<file path="config.mk">
export PLATFORM = sky130hd
export DESIGN_NAME = stopwatch_ctrl_flat
export DESIGN_NICKNAME = d
export VERILOG_FILES = /design/src/rtl/stopwatch_ctrl_pkg.sv /design/src/rtl/stopwatch_ctrl_if.sv /design/src/rtl/stopwatch_ctrl_debounce.sv /design/src/rtl/stopwatch_ctrl.sv /design/src/flat_wrapper.sv
export SDC_FILE = /design/constraint.sdc
export NUM_CORES = 1
export LEC_CHECK = 0
export CORE_MARGIN = 3
export CORE_UTILIZATION = 30
export DETAILED_ROUTE_END_ITERATION = 8
export PLACE_DENSITY = 0.54
export SLEW_MARGIN = 25
export SYNTH_ARGS = -nofsm -noshare
export SYNTH_HDL_FRONTEND = slang
export SYNTH_SLANG_ARGS = --single-unit
export TNS_END_PERCENT = 50
</file>
<file path="constraint.sdc">
create_clock -name clk -period 2.6 [get_ports clk]
set_input_delay 0.26 -clock clk [delete_from_list [all_inputs] [get_ports clk]]
set_output_delay 0.26 -clock clk [all_outputs]
set_load 0.02 [all_outputs]
</file>
<file path="src/rtl/stopwatch_ctrl_pkg.sv">
// Shared definitions for the stopwatch control block: FSM state encoding and
// default timing parameters, also used by the datapath and the bench.
package stopwatch_ctrl_pkg;

  typedef enum logic [1:0] {
    ST_IDLE   = 2'b00,
    ST_RUN    = 2'b01,
    ST_PAUSED = 2'b10,
    ST_LAP    = 2'b11
  } sw_state_e;

  localparam int unsigned DEF_CLK_PER_TICK    = 5_000_000;
  localparam int unsigned DEF_DEBOUNCE_CYCLES = 4;

endpackage

</file>
<file path="src/rtl/stopwatch_ctrl_if.sv">
// Button and datapath-facing signals of the stopwatch controller.
// The controller uses the master view; the datapath/board side uses the slave view.
interface stopwatch_ctrl_if;
  import stopwatch_ctrl_pkg::*;

  logic      start_resume;
  logic      stop;
  logic      lap;
  logic      at_max;
  logic      cnt_en;
  logic      cnt_clr;
  logic      disp_freeze;
  sw_state_e state;

  modport master (
    input  start_resume, stop, lap, at_max,
    output cnt_en, cnt_clr, disp_freeze, state
  );

  modport slave (
    output start_resume, stop, lap, at_max,
    input  cnt_en, cnt_clr, disp_freeze, state
  );

endinterface

</file>
<file path="src/rtl/stopwatch_ctrl_debounce.sv">
// One push-button conditioner: 2-FF synchroniser, stable-level debouncer and a
// single-cycle strobe on the rising edge of the accepted level.
module stopwatch_ctrl_debounce #(
  parameter int unsigned DEBOUNCE_CYCLES = 4
) (
  input  logic clk,
  input  logic reset,
  input  logic raw,
  output logic press
);

  localparam int unsigned CW = $clog2(DEBOUNCE_CYCLES + 1);
  localparam logic [CW-1:0] CNT_LAST = CW'(DEBOUNCE_CYCLES - 1);

  logic          sync1_q, sync1_d;
  logic          sync2_q, sync2_d;
  logic          level_q, level_d;
  logic          level_dly_q, level_dly_d;
  logic          press_q, press_d;
  logic [CW-1:0] cnt_q, cnt_d;

  // The counter only survives while every cycle disagrees with the accepted level,
  // so a glitch shorter than DEBOUNCE_CYCLES never flips the level.
  always_comb begin
    sync1_d     = raw;
    sync2_d     = sync1_q;
    level_d     = level_q;
    cnt_d       = '0;
    if (sync2_q != level_q) begin
      if (cnt_q == CNT_LAST) begin
        level_d = sync2_q;
      end else begin
        cnt_d = cnt_q + 1'b1;
      end
    end
    level_dly_d = level_q;
    press_d     = level_q & ~level_dly_q;
  end

  always_ff @(posedge clk) begin
    if (reset) begin
      sync1_q     <= 1'b0;
      sync2_q     <= 1'b0;
      level_q     <= 1'b0;
      level_dly_q <= 1'b0;
      press_q     <= 1'b0;
      cnt_q       <= '0;
    end else begin
      sync1_q     <= sync1_d;
      sync2_q     <= sync2_d;
      level_q     <= level_d;
      level_dly_q <= level_dly_d;
      press_q     <= press_d;
      cnt_q       <= cnt_d;
    end
  end

  assign press = press_q;

endmodule

</file>
<file path="src/rtl/stopwatch_ctrl.sv">
// Stopwatch sequencing: debounced buttons drive the IDLE/RUN/PAUSED/LAP machine,
// and a prescaler turns clk into the 0.1 s count-enable strobe for the datapath.
module stopwatch_ctrl
  import stopwatch_ctrl_pkg::*;
#(
  parameter int unsigned CLK_PER_TICK    = DEF_CLK_PER_TICK,
  parameter int unsigned DEBOUNCE_CYCLES = DEF_DEBOUNCE_CYCLES
) (
  input logic             clk,
  input logic             reset,
  stopwatch_ctrl_if.master bus
);

  localparam int unsigned PW = $clog2(CLK_PER_TICK);
  localparam logic [PW-1:0] PRESC_MAX = PW'(CLK_PER_TICK - 1);

  logic start_p, stop_p, lap_p;

  stopwatch_ctrl_debounce #(.DEBOUNCE_CYCLES(DEBOUNCE_CYCLES)) u_db_start (
    .clk(clk), .reset(reset), .raw(bus.start_resume), .press(start_p));
  stopwatch_ctrl_debounce #(.DEBOUNCE_CYCLES(DEBOUNCE_CYCLES)) u_db_stop (
    .clk(clk), .reset(reset), .raw(bus.stop), .press(stop_p));
  stopwatch_ctrl_debounce #(.DEBOUNCE_CYCLES(DEBOUNCE_CYCLES)) u_db_lap (
    .clk(clk), .reset(reset), .raw(bus.lap), .press(lap_p));

  sw_state_e     state_q, state_d;
  logic [PW-1:0] presc_q, presc_d;
  logic          cnt_en_q, cnt_en_d;
  logic          cnt_clr_q, cnt_clr_d;
  logic          freeze_q, freeze_d;
  logic          running, tick;

  // Buttons and the tick are both judged against the current state, so a stop
  // arriving on a tick edge still lets that tick's increment through.
  always_comb begin
    running   = (state_q == ST_RUN) || (state_q == ST_LAP);
    tick      = running && (presc_q == PRESC_MAX);
    state_d   = state_q;
    cnt_clr_d = 1'b0;

    unique case (state_q)
      ST_IDLE: begin
        if (stop_p)       cnt_clr_d = 1'b1;
        else if (start_p) state_d   = ST_RUN;
      end
      ST_RUN: begin
        if (stop_p)      state_d = ST_PAUSED;
        else if (lap_p)  state_d = ST_LAP;
      end
      ST_LAP: begin
        if (stop_p)      state_d = ST_PAUSED;
        else if (lap_p)  state_d = ST_RUN;
      end
      ST_PAUSED: begin
        if (stop_p) begin
          state_d   = ST_IDLE;
          cnt_clr_d = 1'b1;
        end else if (start_p) begin
          state_d = ST_RUN;
        end
      end
      default: state_d = ST_IDLE;
    endcase

    // The datapath cannot go past 9:59.9, so a tick at the limit parks the watch.
    if (tick && bus.at_max) state_d = ST_PAUSED;

    cnt_en_d = tick && !bus.at_max;

    if (tick)         presc_d = '0;
    else if (running) presc_d = presc_q + 1'b1;
    else              presc_d = presc_q;
    if (state_d == ST_IDLE) presc_d = '0;

    freeze_d = (state_d == ST_LAP);
  end

  always_ff @(posedge clk) begin
    if (reset) begin
      state_q   <= ST_IDLE;
      presc_q   <= '0;
      cnt_en_q  <= 1'b0;
      cnt_clr_q <= 1'b1;
      freeze_q  <= 1'b0;
    end else begin
      state_q   <= state_d;
      presc_q   <= presc_d;
      cnt_en_q  <= cnt_en_d;
      cnt_clr_q <= cnt_clr_d;
      freeze_q  <= freeze_d;
    end
  end

  assign bus.state       = state_q;
  assign bus.cnt_en      = cnt_en_q;
  assign bus.cnt_clr     = cnt_clr_q;
  assign bus.disp_freeze = freeze_q;

endmodule

</file>
<file path="src/flat_wrapper.sv">
// flat-port wrapper written by rule: the top's interface ports become plain ports
module stopwatch_ctrl_flat import stopwatch_ctrl_pkg::*;
#(
  parameter int unsigned CLK_PER_TICK    = DEF_CLK_PER_TICK,
  parameter int unsigned DEBOUNCE_CYCLES = DEF_DEBOUNCE_CYCLES
)
  (clk, reset, bus_start_resume, bus_stop, bus_lap, bus_at_max, bus_cnt_en, bus_cnt_clr, bus_disp_freeze, bus_state);
  stopwatch_ctrl_if bus_i ();
  input logic clk;
  input logic reset;
  input wire logic [$bits(bus_i.start_resume)-1:0] bus_start_resume;
  input wire logic [$bits(bus_i.stop)-1:0] bus_stop;
  input wire logic [$bits(bus_i.lap)-1:0] bus_lap;
  input wire logic [$bits(bus_i.at_max)-1:0] bus_at_max;
  output wire logic [$bits(bus_i.cnt_en)-1:0] bus_cnt_en;
  output wire logic [$bits(bus_i.cnt_clr)-1:0] bus_cnt_clr;
  output wire logic [$bits(bus_i.disp_freeze)-1:0] bus_disp_freeze;
  output wire logic [$bits(bus_i.state)-1:0] bus_state;
  assign bus_i.start_resume = bus_start_resume;
  assign bus_i.stop = bus_stop;
  assign bus_i.lap = bus_lap;
  assign bus_i.at_max = bus_at_max;
  assign bus_cnt_en = bus_i.cnt_en;
  assign bus_cnt_clr = bus_i.cnt_clr;
  assign bus_disp_freeze = bus_i.disp_freeze;
  assign bus_state = bus_i.state;
  stopwatch_ctrl #(.CLK_PER_TICK(CLK_PER_TICK), .DEBOUNCE_CYCLES(DEBOUNCE_CYCLES)) u_core (.clk(clk), .reset(reset), .bus(bus_i));
endmodule
</file>
==> impl_summary.log <==
INFO  metric yosys.area.top_type_share = approximately 48%
INFO  metric timing.hold.worst.class = reg -> reg
INFO  metric path_max_fanout = 9
INFO  metric place.port_buffers = 10
INFO  metric detail_route.first_pass.iterations = 4
INFO  metric initial_core_util = 31.3%
INFO  metric post_cts_resize_count = 0
INFO  metric route.final.wire_length = 3770 µm
INFO  metric p_per_cell_area = between 500 and 600 nW/µm²
INFO  metric status = finished clean
INFO  metric footprint_of_the_multi_input_gates = a little over 1000 µm²
INFO  metric syn2layout_area_growth = 13.7%
INFO  metric timing_hold_violations_final = 0
INFO  metric cts_num_sinks = 52
INFO  metric boundaryPins = 11
INFO  metric worst_ep_required_time = 2850 ps
INFO  metric detail_route.iter0.violations = 78
INFO  metric clockRootBuffer = clkbuf_8
INFO  metric netSwitchingFraction = 20.0%
INFO  metric relSlewSlack = 74.4%
INFO  metric dieArea = 8220 µm²
INFO  metric fin_ws = 402 ps
INFO  metric floorplan_core_area = between 6000 and 7000 µm²
INFO  metric synth_cell_types = 38
INFO  metric fp.dieW = 90.6 µm
INFO  metric skew = between 8 and 9 ps
INFO  metric cellLeakagePower = 0.000790 µW
INFO  metric global_route.overflow_total = 0
INFO  metric dp_hpwl = ~2700 µm
INFO  metric avgViaCountPerCell = around 4.7
INFO  metric vias_in_the_first_global_route = 1,438
INFO  metric cts_buffers = 5
INFO  metric cts_buffer_depth = 2
INFO  metric cts_max_level = 2
INFO  metric cp-start-kind = register
INFO  metric ys_warn_count = 0
INFO  metric criticalPathCategory = reg -> reg
INFO  metric insertion_delay = 300 ps
INFO  metric slew_violations = 0
INFO  metric clock_network_fraction_of_total_power = a little over a third
INFO  metric vias_after_detailed_routing = 1,572
INFO  metric gpl.final_weighted_congestion = 0.783
INFO  metric total_switching_power = 259 µW
INFO  metric achievable-frequency = 455 MHz
INFO  metric grt_usage = 9.74%
INFO  metric tritoncts = built
INFO  metric tightest_slew = ~380 ps
INFO  metric grt_max_degree = 17
INFO  metric comb_power_share = 2.0%
INFO  metric synth_area = approximately 2100 µm²
INFO  metric max-vdd-ir-drop = 0.231 mV
INFO  metric postCtsSetupRepairBufs = 0
INFO  metric final_nets = about 250
INFO  metric final.fill_count = 708
INFO  metric critPathArrivalTime = 2440 ps
INFO  metric ff_latch_area = ~1000 µm²
INFO  metric antenna_violations_before_repair = 0
INFO  metric synth-seq-cells = 52
INFO  metric synthDominantAreaCellType = dfxtp_1
INFO  metric critPathCaptureType = register
INFO  metric layout_worst_path_cycle_share = 84.5%
INFO  metric diodes = 0
INFO  metric floorplan.rows = 30
INFO  metric avgSynthCellArea = around 9.4 µm²
INFO  metric internal_power = roughly 1000 µW
INFO  metric final.setup.tns = 0 ps
INFO  metric setup_viol = 0
INFO  metric cts.clk_slew.worst_paths = 90 ps
INFO  metric number_of_standard_cells_after_synthesis = 229
INFO  metric syn-num-nets = about 240
INFO  metric grt_setup_unrepaired = false
INFO  metric number_of_hold_buffers_added_after_cts = 0
INFO  metric max-cap-violations = 0
INFO  metric ant_nets = 0
INFO  metric die_h = ~91 µm
INFO  metric synth.yosys.seq_area_share = between 40% and 50%
INFO  metric synth.area.top_cells = dfxtp_1, xnor2_1, nor2_1
INFO  metric wl_per_cell = 11.2 µm
INFO  metric grt_first_pass_wirelength = 6610 µm
INFO  metric detailedPlace.worstSlack = 412 ps
INFO  metric share_seq_of_total_power = 62.2%
INFO  metric post_route_cells_drive_above_1_share = 6.61%
INFO  metric min_period = roughly 2200 ps
INFO  metric drcViolationCount = 0
[synth_stat cells]
master,instances
a211oi_1,1
a21o_1,1
a21oi_1,9
a21oi_2,1
a2bb2oi_1,1
and2_1,1
and3_1,3
and4_1,1
buf_1,1
buf_2,4
buf_4,3
clkbuf_1,2
dfxtp_1,52
ha_1,7
inv_1,10
mux2i_1,4
nand2_1,9
nand3_1,7
nand4_1,6
nand4_4,2
nand4b_1,1
nor2_1,31
nor2b_1,13
nor3_1,4
nor3b_1,1
nor4_1,8
nor4b_1,1
o21ai_0,8
o21ai_2,1
o21bai_1,1
o2bb2ai_1,1
o31ai_1,1
or3_1,10
or4_1,3
or4_4,1
or4b_1,1
xnor2_1,15
xor2_1,3
[power groups by stage]
stage               Combinational (µW)  Clock (µW)  Sequential (µW)
finish                            25.5         463              805
global route                      28.5         509              806
detailed placement                26.0           0              824
CTS                               26.0         487              805
floorplan                         11.9           0              824
global placement                  25.7           0              823
[cell type report]
class	instances	area share, %
flip-flops and latches	52	42.6
multi-input cells	157	41.6
repair buffers	15	5.63
well taps	96	4.92
clock buffers	8	3.69
inverters	10	1.54
[flip-flops by register name, indices dropped and copies added, names as in the netlist, 2 cells and up]
register and flops:
u_core.presc_q 23, u_core.u_db_lap.cnt_q 3, u_core.u_db_stop.cnt_q 3, u_core.bus.state 2
u_core.u_db_start.cnt_q 3
[critical path, cell delays in order (launching register included)]
cell and delay [ps]:
dfxtp_1 400, ha_1 230, nand4_4 180, or4_1 680, or4_4 520, a21oi_2 130
[per-stage QoR]
step	instances	utilization [%]	cell area (µm²)	power, µW	hold WS, ps
5_1_grt	338	35.6	2440	1340	411
4_1_cts	338	35.6	2440	1320	396
3_5_place_dp	330	34.3	2350	850	381
2_1_floorplan	229	-	2150	836	337
6_report	338	35.6	2440	1290	389
3_3_place_gp	330	34.3	2350	849	379
[cell families (layout without fill, tap and decap cells)]
logic type | after synthesis | after routing | share of synthesized area, %
fa+ha+maj | 7 | 7 | 4.07
buf+inv | 20 | 33 | 4.25
mux | 4 | 4 | 1.86
flops | 52 | 52 | 48.4
simple gates | 103 | 103 | 27.1
compound gates | 25 | 25 | 6.99
xor+xnor | 18 | 18 | 7.33
[placed cells by master, fill, tap and decap left out, types with 2 or more instances in the layout]
| master | instances |
|---|---|
| nor4_1 | 8 |
| nand4_1 | 6 |
| nor3_1 | 4 |
| clkbuf_1 | 2 |
| nand2_1 | 9 |
| nand4_4 | 2 |
| clkbuf_8 | 6 |
| and3_1 | 3 |
| or4_1 | 3 |
| nand3_1 | 7 |
| mux2i_1 | 4 |
| clkdlybuf4s50_1 | 10 |
| a21oi_1 | 9 |
| o21ai_0 | 8 |
| nor2b_1 | 13 |
| dfxtp_1 | 52 |
| or3_1 | 10 |
| nor2_1 | 31 |
| ha_1 | 7 |
| inv_1 | 10 |
| xor2_1 | 3 |
| buf_4 | 5 |
| xnor2_1 | 15 |
[per-layer routing]
metal  GRT usage [%]  share of wire, %
met3            2.75               4.3
met2            14.5                44
met4            3.44               1.4
met1            13.4                51
met5               0                 0
[worst paths after layout]
path	from	end	slack, ps	depth (start not counted)
worst max register to register	u_core.presc_q[0]	u_core.presc_q[20]	400	5
worst min register to register	u_core.u_db_lap.level_dly_q	u_core.u_db_lap.press	390	1
worst max-delay path	u_core.presc_q[0]	u_core.presc_q[20]	400	5
worst min-delay path	u_core.u_db_lap.level_dly_q	u_core.u_db_lap.press	390	1
(Power assumes the default switching activity.)
